File: src/rtl/input_matrix_control_unit_pkg.sv
// Shared definitions for the input matrix control unit: default widths and
// the controller state encoding.
package input_matrix_control_unit_pkg;

   localparam int DEF_DIMM_BUS_WIDTH = 16;
   localparam int DEF_PIX_WIDTH      = 8;
   localparam int DEF_ADDR_WIDTH     = 32;
   localparam int WIN_DIM            = 3;

   typedef enum logic [2:0] {
      IDLE  = 3'd0,
      READY = 3'd1,
      FETCH = 3'd2,
      DRAIN = 3'd3,
      ACK   = 3'd4
   } state_t;

   typedef logic [1:0] phase_t;

endpackage

File: src/rtl/input_matrix_control_unit_if.sv
// Control, frame-memory and window signals of the input matrix control unit,
// bundled with a slave view for the block and a master view for its driver.
interface input_matrix_control_unit_if
   import input_matrix_control_unit_pkg::*;
#(
   parameter int DIMM_BUS_WIDTH = DEF_DIMM_BUS_WIDTH,
   parameter int PIX_WIDTH      = DEF_PIX_WIDTH,
   parameter int ADDR_WIDTH     = DEF_ADDR_WIDTH
);
   logic [DIMM_BUS_WIDTH-1:0] frame_input_width;
   logic [DIMM_BUS_WIDTH-1:0] frame_input_height;
   logic                      start;
   logic                      req_pix;
   logic                      new_line;
   logic                      pix_ctrl_ack;
   logic                      busy;
   logic                      rd_en;
   logic [ADDR_WIDTH-1:0]     rd_addr;
   logic [PIX_WIDTH-1:0]      rd_data;
   logic [9*PIX_WIDTH-1:0]    window;

   modport slave (
      input  frame_input_width, frame_input_height, start, req_pix, new_line, rd_data,
      output pix_ctrl_ack, busy, rd_en, rd_addr, window
   );

   modport master (
      output frame_input_width, frame_input_height, start, req_pix, new_line, rd_data,
      input  pix_ctrl_ack, busy, rd_en, rd_addr, window
   );
endinterface

File: src/rtl/input_matrix_control_unit_window_shift_reg_3x3.sv
// 3x3 pixel window held as three columns: fill copies one column into all
// three, shift moves columns left and appends the new column on the right.
module window_shift_reg_3x3
   import input_matrix_control_unit_pkg::*;
#(
   parameter int PIX_WIDTH = DEF_PIX_WIDTH
)(
   input  logic                         clk,
   input  logic                         reset,
   input  logic                         shift_en,
   input  logic                         fill_en,
   input  logic [WIN_DIM*PIX_WIDTH-1:0] col_in,
   output logic [9*PIX_WIDTH-1:0]       window
);

   genvar gi, gc;
   generate
      for (gi = 0; gi < WIN_DIM; gi++) begin : g_row
         logic [PIX_WIDTH-1:0] cell_reg [WIN_DIM];

         always_ff @(posedge clk or posedge reset) begin
            if (reset) begin
               for (int c = 0; c < WIN_DIM; c++) cell_reg[c] <= '0;
            end else if (fill_en) begin
               for (int c = 0; c < WIN_DIM; c++) cell_reg[c] <= col_in[gi*PIX_WIDTH +: PIX_WIDTH];
            end else if (shift_en) begin
               cell_reg[0] <= cell_reg[1];
               cell_reg[1] <= cell_reg[2];
               cell_reg[2] <= col_in[gi*PIX_WIDTH +: PIX_WIDTH];
            end
         end

         for (gc = 0; gc < WIN_DIM; gc++) begin : g_col
            assign window[(gi*WIN_DIM+gc)*PIX_WIDTH +: PIX_WIDTH] = cell_reg[gc];
         end
      end
   endgenerate

endmodule

File: src/rtl/input_matrix_control_unit.sv
// Fetches 3-pixel columns from external frame memory on request and shifts
// them into a 3x3 window, replicating edge pixels at the frame borders.
module input_matrix_control_unit
   import input_matrix_control_unit_pkg::*;
#(
   parameter int DIMM_BUS_WIDTH = DEF_DIMM_BUS_WIDTH,
   parameter int PIX_WIDTH      = DEF_PIX_WIDTH,
   parameter int ADDR_WIDTH     = DEF_ADDR_WIDTH
)(
   input logic                        clk,
   input logic                        reset,
   input_matrix_control_unit_if.slave bus
);

   localparam logic [DIMM_BUS_WIDTH-1:0] DIM_ONE = DIMM_BUS_WIDTH'(1);
   localparam logic [DIMM_BUS_WIDTH:0]   DIM_TWO = (DIMM_BUS_WIDTH+1)'(2);

   state_t                    state_reg, state_next;
   logic [DIMM_BUS_WIDTH-1:0] width_reg, height_reg;
   logic [DIMM_BUS_WIDTH-1:0] y_reg;
   logic                      y_valid_reg;
   logic [DIMM_BUS_WIDTH-1:0] col_next_reg;
   logic [ADDR_WIDTH-1:0]     base_top_reg, base_mid_reg, base_bot_reg;
   phase_t                    phase_reg;
   logic                      more_cols_reg;
   logic                      line_fill_reg;
   logic                      cap_valid_reg;
   phase_t                    cap_phase_reg;
   logic                      cap_fill_reg;
   logic [PIX_WIDTH-1:0]      buf_top_reg, buf_mid_reg;

   logic                      dims_ok;
   logic                      at_last_row;
   logic                      accept_line;
   logic                      accept_plain;
   logic [DIMM_BUS_WIDTH:0]   y_plus2;
   logic [DIMM_BUS_WIDTH-1:0] col_clamp;
   logic [ADDR_WIDTH-1:0]     row_base;
   logic [ADDR_WIDTH-1:0]     width_ext;
   logic                      col_done;
   logic                      shift_en;
   logic                      fill_en;

   assign width_ext   = ADDR_WIDTH'(width_reg);
   assign dims_ok     = (width_reg != '0) && (height_reg != '0);
   assign at_last_row = y_valid_reg && (y_reg == height_reg - DIM_ONE);
   assign accept_line  = (state_reg == READY) && bus.req_pix && bus.new_line
                         && dims_ok && !at_last_row;
   assign accept_plain = (state_reg == READY) && bus.req_pix && !bus.new_line
                         && dims_ok && y_valid_reg;
   assign y_plus2     = {1'b0, y_reg} + DIM_TWO;
   assign col_clamp   = (col_next_reg < width_reg) ? col_next_reg
                      : (width_reg == '0) ? '0 : width_reg - DIM_ONE;

   always_comb begin
      row_base = base_top_reg;
      case (phase_reg)
         2'd1:    row_base = base_mid_reg;
         2'd2:    row_base = base_bot_reg;
         default: row_base = base_top_reg;
      endcase
   end

   assign bus.rd_en        = (state_reg == FETCH);
   assign bus.rd_addr      = bus.rd_en ? row_base + ADDR_WIDTH'(col_clamp) : '0;
   assign bus.busy         = (state_reg == FETCH) || (state_reg == DRAIN) || (state_reg == ACK);
   assign bus.pix_ctrl_ack = (state_reg == ACK);

   // Third read of a column lands one cycle late; that is when the column
   // is complete and enters the window.
   assign col_done = cap_valid_reg && (cap_phase_reg == 2'd2) && !bus.start;
   assign fill_en  = col_done && cap_fill_reg;
   assign shift_en = col_done && !cap_fill_reg;

   always_ff @(posedge clk or posedge reset) begin
      if (reset) state_reg <= IDLE;
      else       state_reg <= state_next;
   end

   always_comb begin
      state_next = state_reg;
      if (bus.start) begin
         state_next = READY;
      end else begin
         case (state_reg)
            IDLE:    state_next = IDLE;
            READY:   if (accept_line || accept_plain) state_next = FETCH;
            FETCH:   if (phase_reg == 2'd2 && !more_cols_reg) state_next = DRAIN;
            DRAIN:   state_next = ACK;
            ACK:     state_next = READY;
            default: state_next = IDLE;
         endcase
      end
   end

   always_ff @(posedge clk or posedge reset) begin
      if (reset) begin
         width_reg     <= '0;
         height_reg    <= '0;
         y_reg         <= '0;
         y_valid_reg   <= 1'b0;
         col_next_reg  <= '0;
         base_top_reg  <= '0;
         base_mid_reg  <= '0;
         base_bot_reg  <= '0;
         phase_reg     <= '0;
         more_cols_reg <= 1'b0;
         line_fill_reg <= 1'b0;
         cap_valid_reg <= 1'b0;
         cap_phase_reg <= '0;
         cap_fill_reg  <= 1'b0;
         buf_top_reg   <= '0;
         buf_mid_reg   <= '0;
      end else if (bus.start) begin
         width_reg     <= bus.frame_input_width;
         height_reg    <= bus.frame_input_height;
         y_reg         <= '0;
         y_valid_reg   <= 1'b0;
         col_next_reg  <= '0;
         base_top_reg  <= '0;
         base_mid_reg  <= '0;
         base_bot_reg  <= '0;
         phase_reg     <= '0;
         more_cols_reg <= 1'b0;
         line_fill_reg <= 1'b0;
         cap_valid_reg <= 1'b0;
         cap_fill_reg  <= 1'b0;
      end else begin
         if (accept_line) begin
            y_valid_reg   <= 1'b1;
            col_next_reg  <= '0;
            phase_reg     <= '0;
            more_cols_reg <= 1'b1;
            line_fill_reg <= 1'b1;
            if (!y_valid_reg) begin
               y_reg        <= '0;
               base_top_reg <= '0;
               base_mid_reg <= '0;
               base_bot_reg <= (height_reg > DIM_ONE) ? width_ext : '0;
            end else begin
               // Row bases slide down one row; the bottom stops advancing at the last row.
               y_reg        <= y_reg + DIM_ONE;
               base_top_reg <= base_mid_reg;
               base_mid_reg <= base_bot_reg;
               base_bot_reg <= (y_plus2 < {1'b0, height_reg}) ? base_bot_reg + width_ext
                                                               : base_bot_reg;
            end
         end else if (accept_plain) begin
            phase_reg     <= '0;
            more_cols_reg <= 1'b0;
            line_fill_reg <= 1'b0;
         end

         if (state_reg == FETCH) begin
            phase_reg <= (phase_reg == 2'd2) ? 2'd0 : phase_reg + 2'd1;
            if (phase_reg == 2'd2) begin
               more_cols_reg <= 1'b0;
               line_fill_reg <= 1'b0;
               if (col_next_reg < width_reg) col_next_reg <= col_next_reg + DIM_ONE;
            end
         end

         cap_valid_reg <= (state_reg == FETCH);
         cap_phase_reg <= phase_reg;
         cap_fill_reg  <= line_fill_reg;
         if (cap_valid_reg && cap_phase_reg == 2'd0) buf_top_reg <= bus.rd_data;
         if (cap_valid_reg && cap_phase_reg == 2'd1) buf_mid_reg <= bus.rd_data;
      end
   end

   window_shift_reg_3x3 #(
      .PIX_WIDTH (PIX_WIDTH)
   ) u_window (
      .clk      (clk),
      .reset    (reset),
      .shift_en (shift_en),
      .fill_en  (fill_en),
      .col_in   ({bus.rd_data, buf_mid_reg, buf_top_reg}),
      .window   (bus.window)
   );

endmodule

File: src/flat_wrapper.sv
// flat-port wrapper written by rule: the top's interface ports become plain ports
module input_matrix_control_unit_flat import input_matrix_control_unit_pkg::*;
#(
   parameter int DIMM_BUS_WIDTH = DEF_DIMM_BUS_WIDTH,
   parameter int PIX_WIDTH      = DEF_PIX_WIDTH,
   parameter int ADDR_WIDTH     = DEF_ADDR_WIDTH
)
  (clk, reset, bus_frame_input_width, bus_frame_input_height, bus_start, bus_req_pix, bus_new_line, bus_rd_data, bus_pix_ctrl_ack, bus_busy, bus_rd_en, bus_rd_addr, bus_window);
  input_matrix_control_unit_if #(.DIMM_BUS_WIDTH(DIMM_BUS_WIDTH), .PIX_WIDTH(PIX_WIDTH), .ADDR_WIDTH(ADDR_WIDTH)) bus_i ();
  input logic clk;
  input logic reset;
  input wire logic [$bits(bus_i.frame_input_width)-1:0] bus_frame_input_width;
  input wire logic [$bits(bus_i.frame_input_height)-1:0] bus_frame_input_height;
  input wire logic [$bits(bus_i.start)-1:0] bus_start;
  input wire logic [$bits(bus_i.req_pix)-1:0] bus_req_pix;
  input wire logic [$bits(bus_i.new_line)-1:0] bus_new_line;
  input wire logic [$bits(bus_i.rd_data)-1:0] bus_rd_data;
  output wire logic [$bits(bus_i.pix_ctrl_ack)-1:0] bus_pix_ctrl_ack;
  output wire logic [$bits(bus_i.busy)-1:0] bus_busy;
  output wire logic [$bits(bus_i.rd_en)-1:0] bus_rd_en;
  output wire logic [$bits(bus_i.rd_addr)-1:0] bus_rd_addr;
  output wire logic [$bits(bus_i.window)-1:0] bus_window;
  assign bus_i.frame_input_width = bus_frame_input_width;
  assign bus_i.frame_input_height = bus_frame_input_height;
  assign bus_i.start = bus_start;
  assign bus_i.req_pix = bus_req_pix;
  assign bus_i.new_line = bus_new_line;
  assign bus_i.rd_data = bus_rd_data;
  assign bus_pix_ctrl_ack = bus_i.pix_ctrl_ack;
  assign bus_busy = bus_i.busy;
  assign bus_rd_en = bus_i.rd_en;
  assign bus_rd_addr = bus_i.rd_addr;
  assign bus_window = bus_i.window;
  input_matrix_control_unit #(.DIMM_BUS_WIDTH(DIMM_BUS_WIDTH), .PIX_WIDTH(PIX_WIDTH), .ADDR_WIDTH(ADDR_WIDTH)) u_core (.clk(clk), .reset(reset), .bus(bus_i));
endmodule
File: config.mk
export PLATFORM = sky130hd
export DESIGN_NAME = input_matrix_control_unit_flat
export DESIGN_NICKNAME = d
export VERILOG_FILES = /design/src/rtl/input_matrix_control_unit_pkg.sv /design/src/rtl/input_matrix_control_unit_if.sv /design/src/rtl/input_matrix_control_unit_window_shift_reg_3x3.sv /design/src/rtl/input_matrix_control_unit.sv /design/src/flat_wrapper.sv
export SDC_FILE = /design/constraint.sdc
export NUM_CORES = 1
export LEC_CHECK = 0
export BUFFER_PORTS_ARGS = -buffer_cell sky130_fd_sc_hd__buf_4
export CORE_ASPECT_RATIO = 1.2
export CORE_MARGIN = 2
export CORE_UTILIZATION = 60
export DETAILED_ROUTE_END_ITERATION = 8
export PLACE_DENSITY = 0.92
export SETUP_SLACK_MARGIN = 0.02
export SYNTH_ARGS = -nofsm -noshare
export SYNTH_HDL_FRONTEND = slang
export SYNTH_SLANG_ARGS = --single-unit
File: constraint.sdc
create_clock -name clk -period 26 [get_ports clk]
set_input_delay 7.8 -clock clk [delete_from_list [all_inputs] [get_ports clk]]
set_output_delay 7.8 -clock clk [all_outputs]
set_load 0.01 [all_outputs]
== After elaboration in Yosys (flattened, before gate mapping) ==
Index checks and enable logic that the tools add are counted.

* Reduce and logical (&&, ||, !) cells: 35
* Order comparisons: 3
* $add $sub $neg: 8
* Bitwise operators: 1
* Mux-type cells: 52
* Equal/unequal tests: 12

{| class="wikitable"
|+ Operators with widths
! operator !! number
|-
| $mux 32 || 11
|-
| $mux 16 || 11
|-
| $mux 24 || 6
|-
| $add 32x16->32 || 2
|-
| $pmux 32 s2 || 1
|-
| $add 16x1->16 const B || 2
|-
| $reduce_bool 16->1 || 2
|-
| $sub 16x1->16 const B || 2
|-
| $add 16x2->17 const B || 1
|-
| $lt 17x16->1 || 1
|-
| $eq 16x16->1 || 1
|-
| $gt 16x1->1 const B || 1
|-
| $logic_and 1x1->1 || 16
|-
| $logic_not 16->1 || 1
|-
| $lt 16x16->1 || 1
|-
| $mux 1 || 14
|-
| $pmux 3 s4 || 1
|-
| $mux 2 || 5
|-
| $mux 3 || 3
|-
| $ne 3x3->1 const B || 3
|-
| $reduce_and 2->1 || 4
|-
| $eq 3x2->1 const B || 2
|-
| $logic_not 1->1 || 5
|-
| $eq 2x1->1 const B || 2
|-
| 9 further kinds || 13
|}

* Register bits: 260
* Output and inout bits: 107

== Depth between registers and ports, before layout ==
Gate-level depths: netlist of run 1.

* Depth in word-level cells: 10
* Gate-level depth with buffers: 23
* Gate-level depth less buffers: 21

== By module ==
Synthesis of run 1 repeated with hierarchy kept, for this count alone.

* Cells, all modules: 1,583
* Area total of the unflattened synthesis: 15,564.9 um2

{| class="wikitable"
|+ By module, submodules not included
! module !! instances !! area an instance (um2) !! sequential area each (um2) !! cells each
|-
| input_matrix_control_unit || 1 || 12,326.8 || 4,704.5 || 1,377
|-
| window_shift_reg_3x3 || 1 || 3,238.1 || 1,801.7 || 206
|}

== Worst setup path after synthesis of run 1 ==
Ideal clock, no wire load.

* Path type: flip-flop to output port
* Start: reg u_core.width_reg[1]
* End: out bus_rd_addr[23]
* Slack: 13,622 ps
* Path buffers: 3
* Required time: 18,200 ps
* Stages on the path, launching flop included: 21
* Arrival time: 4,578 ps
* Cell sequence: dfrtp_1 inv_1 ha_1 a21o_1 a21oi_1 o21ai_0 o41a_1 nor2_1 clkbuf_1 clkbuf_1 a21oi_1 ha_1 a21o_1 a21o_1 a2111oi_0 o21ai_0 nand3_1 a21boi_0 clkbuf_1 a21o_1 a21oi_1

* Word-level cells in the longest chain between the ends: 5
* Elaborated cells between the ends (all ways): 7

{| class="wikitable"
|+ Ends and longest elaborated chain
! what !! line !! source
|-
| start: declaration || input_matrix_control_unit.sv:19 || <nowiki>logic [DIMM_BUS_WIDTH-1:0] width_reg, height_reg;</nowiki>
|-
| start signal: assignment || input_matrix_control_unit.sv:115 || <nowiki>width_reg <= bus.frame_input_width;</nowiki>
|-
| $sub 16x1->16 / $logic_not 16->1 (equally long branches) || input_matrix_control_unit.sv:53 || <nowiki>: (width_reg == '0) ? '0 : width_reg - DIM_ONE;</nowiki>
|-
| $mux 16 || input_matrix_control_unit.sv:53 ||
|-
| $mux 16 * || input_matrix_control_unit.sv:52 || <nowiki>assign col_clamp = (col_next_reg < width_reg) ? col_next_reg</nowiki>
|-
| $add 32x16->32 * || input_matrix_control_unit.sv:65 || <nowiki>assign bus.rd_addr = bus.rd_en ? row_base + ADDR_WIDTH'(col_clamp) : '0;</nowiki>
|-
| $mux 32 * || input_matrix_control_unit.sv:65 ||
|-
| end: declaration || flat_wrapper.sv:21 || <nowiki>output wire logic [$bits(bus_i.rd_addr)-1:0] bus_rd_addr;</nowiki>
|}

Mark *: on every way between the ends. The rest lies on a longest branch, timed or not.

== Worst setup path after layout of run 1 ==
* Start: reg u_core.width_reg[1]
* End: out bus_rd_addr[22]

The elaborated chain is that of the path after synthesis.

==> results of run 1 <==
[stage by stage]
step           cells  utilization, %  hold slack, ns  worst slack [ns]  instance area (um^2)
6_report        2123            70.0           0.504             12.59                 17900
5_1_grt         2123            70.0           0.521             12.07                 17900
4_1_cts         2123            70.0           0.504             12.68                 17900
3_5_place_dp    2076            66.3           0.485             13.28                 17000
3_3_place_gp    2076            66.3           0.478             13.50                 17000
2_1_floorplan   1681               -           0.464             11.04                 15700
[final cells by class]
class,instances,area (um^2)
flip-flops and latches,260,6510
clock buffers,36,779
inverters,60,233
fillers,1835,7680
well taps,330,413
multi-input cells,1256,8560
repair buffers,170,1280
clock inverters,11,168
[cells by family (layout without fill, tap and decap cells)]
logic type | Yosys count | count (layout) | share of synthesized area (%)
fa+ha+maj | 75 | 75 | 6.09
compound gates | 492 | 492 | 21.4
mux | 114 | 114 | 7.65
buf+inv | 165 | 277 | 4.15
xor+xnor | 56 | 56 | 3.13
simple gates | 519 | 519 | 16.1
flops | 260 | 260 | 41.5
[metal layers]
metal / vias up / global-route usage [%] / routed length [um]
li1: 6349 / - / -
met1: 6830 / 37.4 / 16500
met2: 620 / 54.4 / 21300
met3: 133 / 4.42 / 2920
met4: 0 / 12.6 / 1680
met5: - / 0 / 0
[power breakdown]
group	internal, mW	switching (mW)
Clock	0.249	0.162
Sequential	0.418	0.0194
Combinational	0.0455	0.0756
[cells in the mapped netlist, types with 10 or more instances]
master and number:
dfrtp_1 260, nor2_1 142, nand2_1 136, a21oi_1 132, o21ai_0 81, ha_1 73, a22o_1 70, clkbuf_1 69
mux2i_1 68, inv_1 58, nand3_1 55, mux2_2 46, a22oi_1 45, nor3_1 42, xnor2_1 32, o31ai_1 26
a21o_1 25, xor2_1 24, nand2b_1 22, buf_1 21, a31oi_1 20, nand4_1 20, and3_1 19, a211o_1 18
a211oi_1 16, nor3b_1 14, and2_1 11, nor4_1 11, buf_2 10, nor2b_1 10
[critical path, delay by kind of cell, from the launching register on]
family	cells	cell delay [ns]
compound gates	9	1.95
fa+ha+maj	3	0.88
buf+inv	4	0.70
flops	1	0.44
mux	1	0.20
simple gates	5	0.85
[worst max-delay path by stage]
stage	endpoint	slack [ns]	cells after the start
finish	bus_rd_addr[22]	12.59	22
global route	bus_rd_addr[22]	12.07	22
CTS	bus_rd_addr[20]	12.68	22
detailed placement	bus_rd_addr[20]	13.28	22
global placement	bus_rd_addr[29]	13.50	17
floorplan	u_core.base_bot_reg[0]$_DFFE_PP0P_	11.04	1
==> impl_metrics.toml, run 1 <==
[yosys]
syn-num-nets = 1801
avgSynthCellArea_um2 = 9.32
synth.area.top_cells = "dfrtp_1 42%, ha_1 5.8%, mux2i_1 4.3%, a21oi_1 4.2%, a22o_1 3.9%"
syn_area_mm2 = 0.0157
ys.flop_type = "dfrtp_1"
synthArstFlopShare_pct = 100
synth-warning-count = 0
yosys.area.top_type = "dfrtp_1"
synthCells = 1681
synth_edf_count = 0
ys_types = 68
seq_area_frac_synth_pct = 41.5
ys_ff_latch = 260
yosysTopAreaCellShare_pct = 41.5

[outcome]
status = "completed"

[routing]
antenna_left = 0
wl_per_cell_um = 20.0
drt-total-wl_um = 42400
vias = 13900
drc = 0
firstDrtPassIters = 6
drt_iter0_drc = 1318
viasPerCell = 6.56

[grt]
grt_pass1_wl_um = 69200
grt_use_total_pct = 30.8
grt_overflow = 0
grt_max_degree = 121
grt_pass1_vias = 13800
antenna_found_initial = 0

[cts]
clockBufferDepth = 3
root_buffer = "clkbuf_16"
cts.sinks = 260
numCtsBuffers = 26
postCtsHoldBufs = 0
post-cts-setup-buffer-count = 0
clk_pin_slew_worst_paths_ns = 0.07
cts-resized-gates = 0
cts_tree = "built"
clk_latency_ns = 0.54
h-tree-depth = 1

[layout]
final_cell_mix = "259 x dfrtp_1, 170 x buf_4, 141 x nor2_1"
layout_commonest_cell = "dfrtp_1"
diodes = 0
fin_nets = 1894
largest_reg_flops = 72
layout-drive-gt1-share_pct = 16.2
areaGrowthSynthToFinish_pct = 14.5

[power]
total_power_mw = 0.970
ir_drop_mv = 0.0480
cellPowerDensity_mw_per_mm2 = 54.1
p_leak_nw = 8.24

[setup_path]
rrSetupSlack_ns = 21.35
path_cells = "inv_1 -> ha_1 -> a21o_1 -> a21oi_1 -> o21ai_0 -> o41a_1 -> nor2_2 -> buf_4 -> nand2_1 -> o31ai_1 -> ha_1 -> inv_1 -> fa_1 -> nor2b_1 -> o21ai_0 -> a21oi_1 -> a41oi_1 -> nand3_1 -> a41o_1 -> nand4_1 -> mux2i_1 -> buf_4"
max_stage_delay_ns = 0.50
cp.arrival_ns = 5.61
worstSetupStartpointType = "register"
reg2reg_to = "u_core.base_mid_reg[28]$_DFFE_PP0P_"
r2r_cells = 10
cp.required_ns = 18.20
path_max_fanout = 38
slowest_stage = "a41o_1"
worstReg2RegStart = "u_core.y_valid_reg$_DFFE_PP0P_"
critPathLaunch = "u_core.width_reg[1]$_DFFE_PP0P_"
worst-setup-path-type = "reg2out"
endpoint_kind = "output pin"

[placed_design]
gp_congestion = 0.967
port_buffers = 151
place_hpwl_um = 28600

[sta]
rsz0062_at_grt = "no"
max_freq_ghz = 0.0746
hold_viol = 0
slew_violations = 0
relSlewSlack_pct = 21.5
layout_min_cycle_time_ns = 13.41
clock_skew_ns = 0.0198
min_period_over_period_pct = 51.6
tns_ns = 0
worstMarginPinSlew_ns = 1.16
finalSetupViolCount = 0

[worst_hold_path]
hold_start = "u_core.base_top_reg[31]$_DFFE_PP0P_"
min_to = "u_core.base_top_reg[31]$_DFFE_PP0P_"
hold_path_depth = 1
hp-class = "reg2reg"

[flow_run]
cap_violations = 0

[floorplan]
die-area_mm2 = 0.0274
core_mm2 = 0.0256
rows = 64
start_util_pct = 61.1
die_x_um = 152
die_h_um = 181
ios = 152
Note: power is estimated with default switching activity, not from simulation.
==> inputs of run 2 (changes only) <==
==> constraint.sdc (replaced) <==
create_clock -name clk -period 12.58 [get_ports clk]
set_input_delay 3.774 -clock clk [delete_from_list [all_inputs] [get_ports clk]]
set_output_delay 3.774 -clock clk [all_outputs]
set_load 0.01 [all_outputs]
==> run 2 against run 1 <==
Against the previous run: first-iteration DRC count increased by 3.9%; routed wire length decreased by 0.32%; combinational power increased by 110%; sequential power increased by 110%; highest routed layer unchanged; via count about the same; cell count about the same; global-route usage about the same; sequential cell count unchanged; critical endpoint is now bus_rd_addr[20]; worst setup slack got worse by 9.4 ns; clock-buffer cell count decreased by 2; critical path depth unchanged.
==> impl_metrics.toml, run 2 (synthesis results as in run 1) <==
[outcome]
status = "completed"

[layout]
multi_input_area_mm2 = 0.00856
fin_util_pct = 69.7
final_cell_mix = "259 x dfrtp_1, 170 x buf_4, 141 x nor2_1"
areaGrowthSynthToFinish_pct = 14.0
ff_latch_area_mm2 = 0.00651
layout-drive-gt1-share_pct = 16.2
layout_commonest_cell = "dfrtp_1"
fin_nets = 1895
largest_reg_flops = 72
diodes = 0
nFillCells = 1868

[sta]
rsz0062_at_grt = "no"
clock_skew_ns = 0.0207
hold_viol = 0
layout_min_cycle_time_ns = 9.39
min_period_over_period_pct = 74.6
slew_violations = 0
hold_slack_ns = 0.483
relSlewSlack_pct = 22.1
finalSetupViolCount = 0
tns_ns = 0
worstMarginPinSlew_ns = 1.15
max_freq_ghz = 0.107

[grt]
grt_pass1_wl_um = 69100
grt_overflow = 0
grt_max_degree = 121
antenna_found_initial = 0
grt_use_total_pct = 30.7
grt_pass1_vias = 13700

[cts]
h-tree-depth = 1
numCtsBuffers = 27
cts-resized-gates = 0
clockBufferDepth = 3
cts_tree = "built"
clk_pin_slew_worst_paths_ns = 0.06
post-cts-setup-buffer-count = 0
root_buffer = "clkbuf_16"
cts.sinks = 260
clk_latency_ns = 0.55
postCtsHoldBufs = 0

[floorplan]
die_h_um = 181
ios = 152
die-area_mm2 = 0.0274
start_util_pct = 61.1
rows = 64
core_mm2 = 0.0256
die_x_um = 152

[setup_path]
worst-setup-path-type = "reg2out"
cp.arrival_ns = 5.61
endpoint_kind = "output pin"
slowest_stage = "a41o_1"
path_cells = "inv_1 -> ha_1 -> a21oi_1 -> nor2b_1 -> o21ai_0 -> a211o_1 -> o21ai_0 -> nor2_2 -> buf_4 -> o31ai_1 -> ha_1 -> inv_1 -> fa_1 -> nor2b_1 -> o21ai_0 -> a21oi_1 -> a41oi_1 -> nand3_1 -> a41o_1 -> a31oi_1 -> a41o_1 -> buf_4"
cp.required_ns = 8.81
path_max_fanout = 38
worstSetupStartpointType = "register"
critPathBufInv = 4
crit_top_cell = "o21ai_0"
path_delay_family = "compound AO/OA/AOI/OAI gates"
max_stage_delay_ns = 0.50

[placed_design]
place_hpwl_um = 28600
port_buffers = 151
gp_congestion = 0.967

[flow_run]
cap_violations = 0

[routing]
drc = 0
firstDrtPassIters = 6
antenna_left = 0
wl_per_cell_um = 19.9
vias = 13900
drt_iter0_drc = 1369
drt-total-wl_um = 42300
viasPerCell = 6.56

[power]
p_leak_nw = 8.21
cellPowerDensity_mw_per_mm2 = 109
ir_drop_mv = 0.0925

[worst_hold_path]
hp-class = "reg2reg"
run 2: area by class of cell:
cell class	count	share of cell area, %
clock buffers	34	4.10
repair buffers	170	7.14
multi-input cells	1256	47.9
well taps	330	2.31
flip-flops and latches	260	36.4
clock inverters	14	0.771
inverters	60	1.30
run 2: report_power, final:
part / internal [mW] / switching [mW]
combinational: 0.0941 / 0.155
clock: 0.454 / 0.340
sequential: 0.865 / 0.0402
run 2: worst paths after layout:
path                                                  from                                endpoint  slack [ns]  cells after the start
max                        u_core.width_reg[9]$_DFFE_PP0P_                         bus_rd_addr[20]        3.19                     22
min reg2reg                 u_core.line_fill_reg$_DFF_PP0_           u_core.cap_fill_reg$_DFF_PP0_        0.48                      1
min                         u_core.line_fill_reg$_DFF_PP0_           u_core.cap_fill_reg$_DFF_PP0_        0.48                      1
min in group asynchronous                            reset  u_core.u_window.window[71]$_DFFE_PP0P_        3.38                      2
max reg2reg                 u_core.y_valid_reg$_DFFE_PP0P_     u_core.base_top_reg[17]$_DFFE_PP0P_        8.01                     10
max in group asynchronous                            reset         u_core.width_reg[0]$_DFFE_PP0P_        7.72                      3
run 2: per-stage QoR:
stage / setup WS [ns] / cells / instance area (um^2) / total power [mW]
final: 3.19 / 2124 / 17900 / 1.95
after global routing: 2.66 / 2124 / 17900 / 2.02
after CTS: 3.24 / 2124 / 17900 / 1.95
after detailed placement: 3.90 / 2076 / 17000 / 1.16
after global placement: 4.10 / 2076 / 17000 / 1.15
after floorplan: 1.65 / 1681 / 15700 / 1.08
run 2: per-layer routing:
metal / track usage [%] / up-vias / routed length, um
li1: - / 6360 / -
met1: 37.7 / 6781 / 16100
met2: 53.6 / 662 / 21200
met3: 4.37 / 136 / 3070
met4: 13.4 / 0 / 1860
met5: 0 / - / 0
==> inputs of run 3 (changes only) <==
--- a/config.mk
+++ b/config.mk
@@ -5,12 +5,13 @@
 export SDC_FILE = /design/constraint.sdc
 export NUM_CORES = 1
 export LEC_CHECK = 0
+export ABC_AREA = 1
 export BUFFER_PORTS_ARGS = -buffer_cell sky130_fd_sc_hd__buf_4
 export CORE_ASPECT_RATIO = 1.2
 export CORE_MARGIN = 2
 export CORE_UTILIZATION = 60
 export DETAILED_ROUTE_END_ITERATION = 8
-export PLACE_DENSITY = 0.92
+export PLACE_DENSITY = 0.91
 export SETUP_SLACK_MARGIN = 0.02
 export SYNTH_ARGS = -nofsm -noshare
 export SYNTH_HDL_FRONTEND = slang
==> constraint.sdc (replaced) <==
create_clock -name clk -period 8.72 [get_ports clk]
set_input_delay 2.616 -clock clk [delete_from_list [all_inputs] [get_ports clk]]
set_output_delay 2.616 -clock clk [all_outputs]
set_load 0.01 [all_outputs]
==> run 3 against run 2 <==
Against the previous run: die area is 6.5% higher; non-clock buffer count decreased by 5; largest cell class unchanged; clock power grew 57%; hold slack worse by 0.0097 ns; cell count is 33% higher; sequential share of layout area decreased by 2.0 points; clock-buffer cell count is 2 lower; design area is 5.8% higher; worst setup slack got worse by 2.4 ns; via count increased by 21%; combinational power is 120% higher; highest routed layer unchanged; sequential cell count stayed put.
==> impl_metrics.toml, run 3 <==
[power]
power.internal_mw = 2.18
p_seq_share_pct = 42.9
swShare_pct = 30.3
switchingPower_mw = 0.947
cellPowerDensity_mw_per_mm2 = 166
p_leak_nw = 9.78
total_power_mw = 3.13
power_frac_comb_pct = 17.3
p_clk_share_pct = 39.8
ir_drop_mv = 0.159

[yosys]
yosysTopAreaCellShare_pct = 38.9
seq_area_frac_synth_pct = 38.9
synth.area.top_cells = "dfrtp_1 39%, nand2_1 16%, o21ai_0 6.8%, inv_1 5.7%, ha_1 5.5%"
ys.flop_type = "dfrtp_1"
syn-num-nets = 2486
ys_types = 45
synth_edf_count = 0
syn_area_mm2 = 0.0167
synth_common_cells = "731 x nand2_1, 260 x dfrtp_1, 253 x inv_1"
avgSynthCellArea_um2 = 7.07
synth-warning-count = 0
yosys.area.top_type = "dfrtp_1"
ys_ff_latch = 260
synthArstFlopShare_pct = 100
synthCells = 2366
synth_most_common_cell = "nand2_1"

[routing]
antenna_left = 0
vias = 16800
wl_per_cell_um = 17.9
viasPerCell = 5.97
drt-total-wl_um = 50400
drt_iter0_drc = 2037
drc = 0
firstDrtPassIters = 6

[floorplan]
start_util_pct = 61.3
die_x_um = 156
rows = 66
ios = 152
die_h_um = 187
die-area_mm2 = 0.0292
core_mm2 = 0.0273

[cts]
numCtsBuffers = 27
clk_pin_slew_worst_paths_ns = 0.06
post-cts-setup-buffer-count = 0
clk_latency_ns = 0.54
cts.sinks = 260
cts-resized-gates = 0
postCtsHoldBufs = 0
cts_tree = "built"
root_buffer = "clkbuf_16"
clockBufferDepth = 3
h-tree-depth = 1

[sta]
hold_viol = 0
finalSetupViolCount = 0
slew_violations = 0
rsz0062_at_grt = "no"
worstMarginPinSlew_ns = 1.18
layout_min_cycle_time_ns = 7.96
clock_skew_ns = 0.00895
relSlewSlack_pct = 21.4
max_freq_ghz = 0.126
tns_ns = 0
min_period_over_period_pct = 91.2

[setup_path]
worst-setup-path-type = "reg2out"
worstSetupStartpointType = "register"
endpoint_kind = "output pin"
cp.required_ns = 6.10
r2r_cells = 18
cp.arrival_ns = 5.34
rrSetupSlack_ns = 4.70
path_max_fanout = 24

[flow_run]
cap_violations = 0

[layout]
diodes = 0
fin_nets = 2583
areaGrowthSynthToFinish_pct = 13.0
largest_reg_flops = 72
fin_util_pct = 69.3
layout-drive-gt1-share_pct = 9.91
nFillCells = 2196
final_cell_mix = "731 x nand2_1, 260 x dfrtp_1, 252 x inv_1"
layout_commonest_cell = "nand2_1"

[outcome]
status = "completed"

[grt]
grt_pass1_vias = 16400
grt_pass1_wl_um = 82000
grt_use_total_pct = 34.4
antenna_found_initial = 0
grt_max_degree = 159
grt_overflow = 0

[placed_design]
place_hpwl_um = 35700
port_buffers = 151
gp_congestion = 0.962

[worst_hold_path]
hold_path_depth = 2
hp-class = "reg2reg"
==> run 3: changes by cell type after synthesis, moves of 46 or more <==
cell	previous run	this run
inv_1	58	253
a22o_1	70	0
o211ai_1	0	50
mux2i_1	68	0
nand3_1	55	180
mux2_2	46	0
nand2_1	136	731
o21ai_0	81	227
==> run 3: final timing paths <==
path                                                           from                                   to
worst max register to register          u_core.y_reg[2]$_DFFE_PP0P_   u_core.base_bot_reg[3]$_DFFE_PP0P_
min in group asynchronous                                     reset      u_core.state_reg[2]$_DFFE_PP0P_
max in group asynchronous                                     reset  u_core.base_bot_reg[30]$_DFFE_PP0P_
worst max-delay path               u_core.width_reg[13]$_DFFE_PP0P_                      bus_rd_addr[31]
worst min register to register  u_core.base_mid_reg[15]$_DFFE_PP0P_  u_core.base_top_reg[15]$_DFFE_PP0P_
worst min-delay path            u_core.base_mid_reg[15]$_DFFE_PP0P_  u_core.base_top_reg[15]$_DFFE_PP0P_
==> run 3: area by class of cell <==
cell class | count | area, um^2 | share of cell area [%]
Clock buffer | 32 | 724 | 3.83
Clock inverter | 16 | 224 | 1.19
Inverter | 260 | 980 | 5.18
Multi-Input combinational cell | 1749 | 8790 | 46.5
Sequential cell | 260 | 6510 | 34.4
Tap cell | 340 | 425 | 2.25
Timing Repair Buffer | 165 | 1250 | 6.62
==> run 3: kinds of logic after synthesis <==
group | Yosys count | share of synthesized area [%]
buffers and inverters | 357 | 8.55
DFF | 260 | 38.9
xor gates and xnor gates | 59 | 3.09
AOI/OAI and AO/OA | 418 | 13.6
and+or+nand+nor | 1197 | 30.1
adders and majority gates | 75 | 5.70
==> run 3: power by group through the flow <==
stage               clock [mW]  combinational (mW)  sequential [mW]
finish                    1.25               0.540             1.34
global route              1.30               0.603             1.35
CTS                       1.25               0.529             1.34
detailed placement           0               0.525             1.36
global placement             0               0.512             1.36
floorplan                    0               0.372             1.34
==> run 3: metrics by stage <==
stage / setup slack, ns / hold WS (ns) / cells / instance area, um^2
finish: 0.764 / 0.474 / 2822 / 18900
CTS: 0.824 / 0.476 / 2822 / 18900
detailed placement: 1.40 / 0.461 / 2774 / 17900
global route: 0.205 / 0.497 / 2822 / 18900
global placement: 1.55 / 0.447 / 2774 / 17900
floorplan: 2.59 / 0.442 / 2366 / 16700
==> run 3: routing by layer <==
layer / vias up / wire, um / GRT usage [%]
met5: - / 0 / 0
met1: 7894 / 19800 / 43.3
li1: 7886 / - / -
met3: 152 / 4400 / 5.56
met2: 912 / 24000 / 58.3
met4: 0 / 2210 / 15.3
==> run 3: worst max-delay path: stages (launching register included) <==
cell and delay [ns]:
dfrtp_1 0.44, inv_1 0.09, ha_1 0.32, a21oi_1 0.13, o21ai_0 0.09, a41oi_1 0.26, nand2_1 0.48, o21ai_0 0.57
inv_1 0.10, ha_1 0.30, nand2_1 0.05, nand2_1 0.06, o21ai_0 0.11, inv_1 0.12, nand3_1 0.08, nand2_1 0.20
nand2_1 0.07, nand2_1 0.11, inv_1 0.05, o21ai_1 0.59, nand3_1 0.20, nand2_1 0.10, nand2_1 0.05, nor2_1 0.09
buf_4 0.13
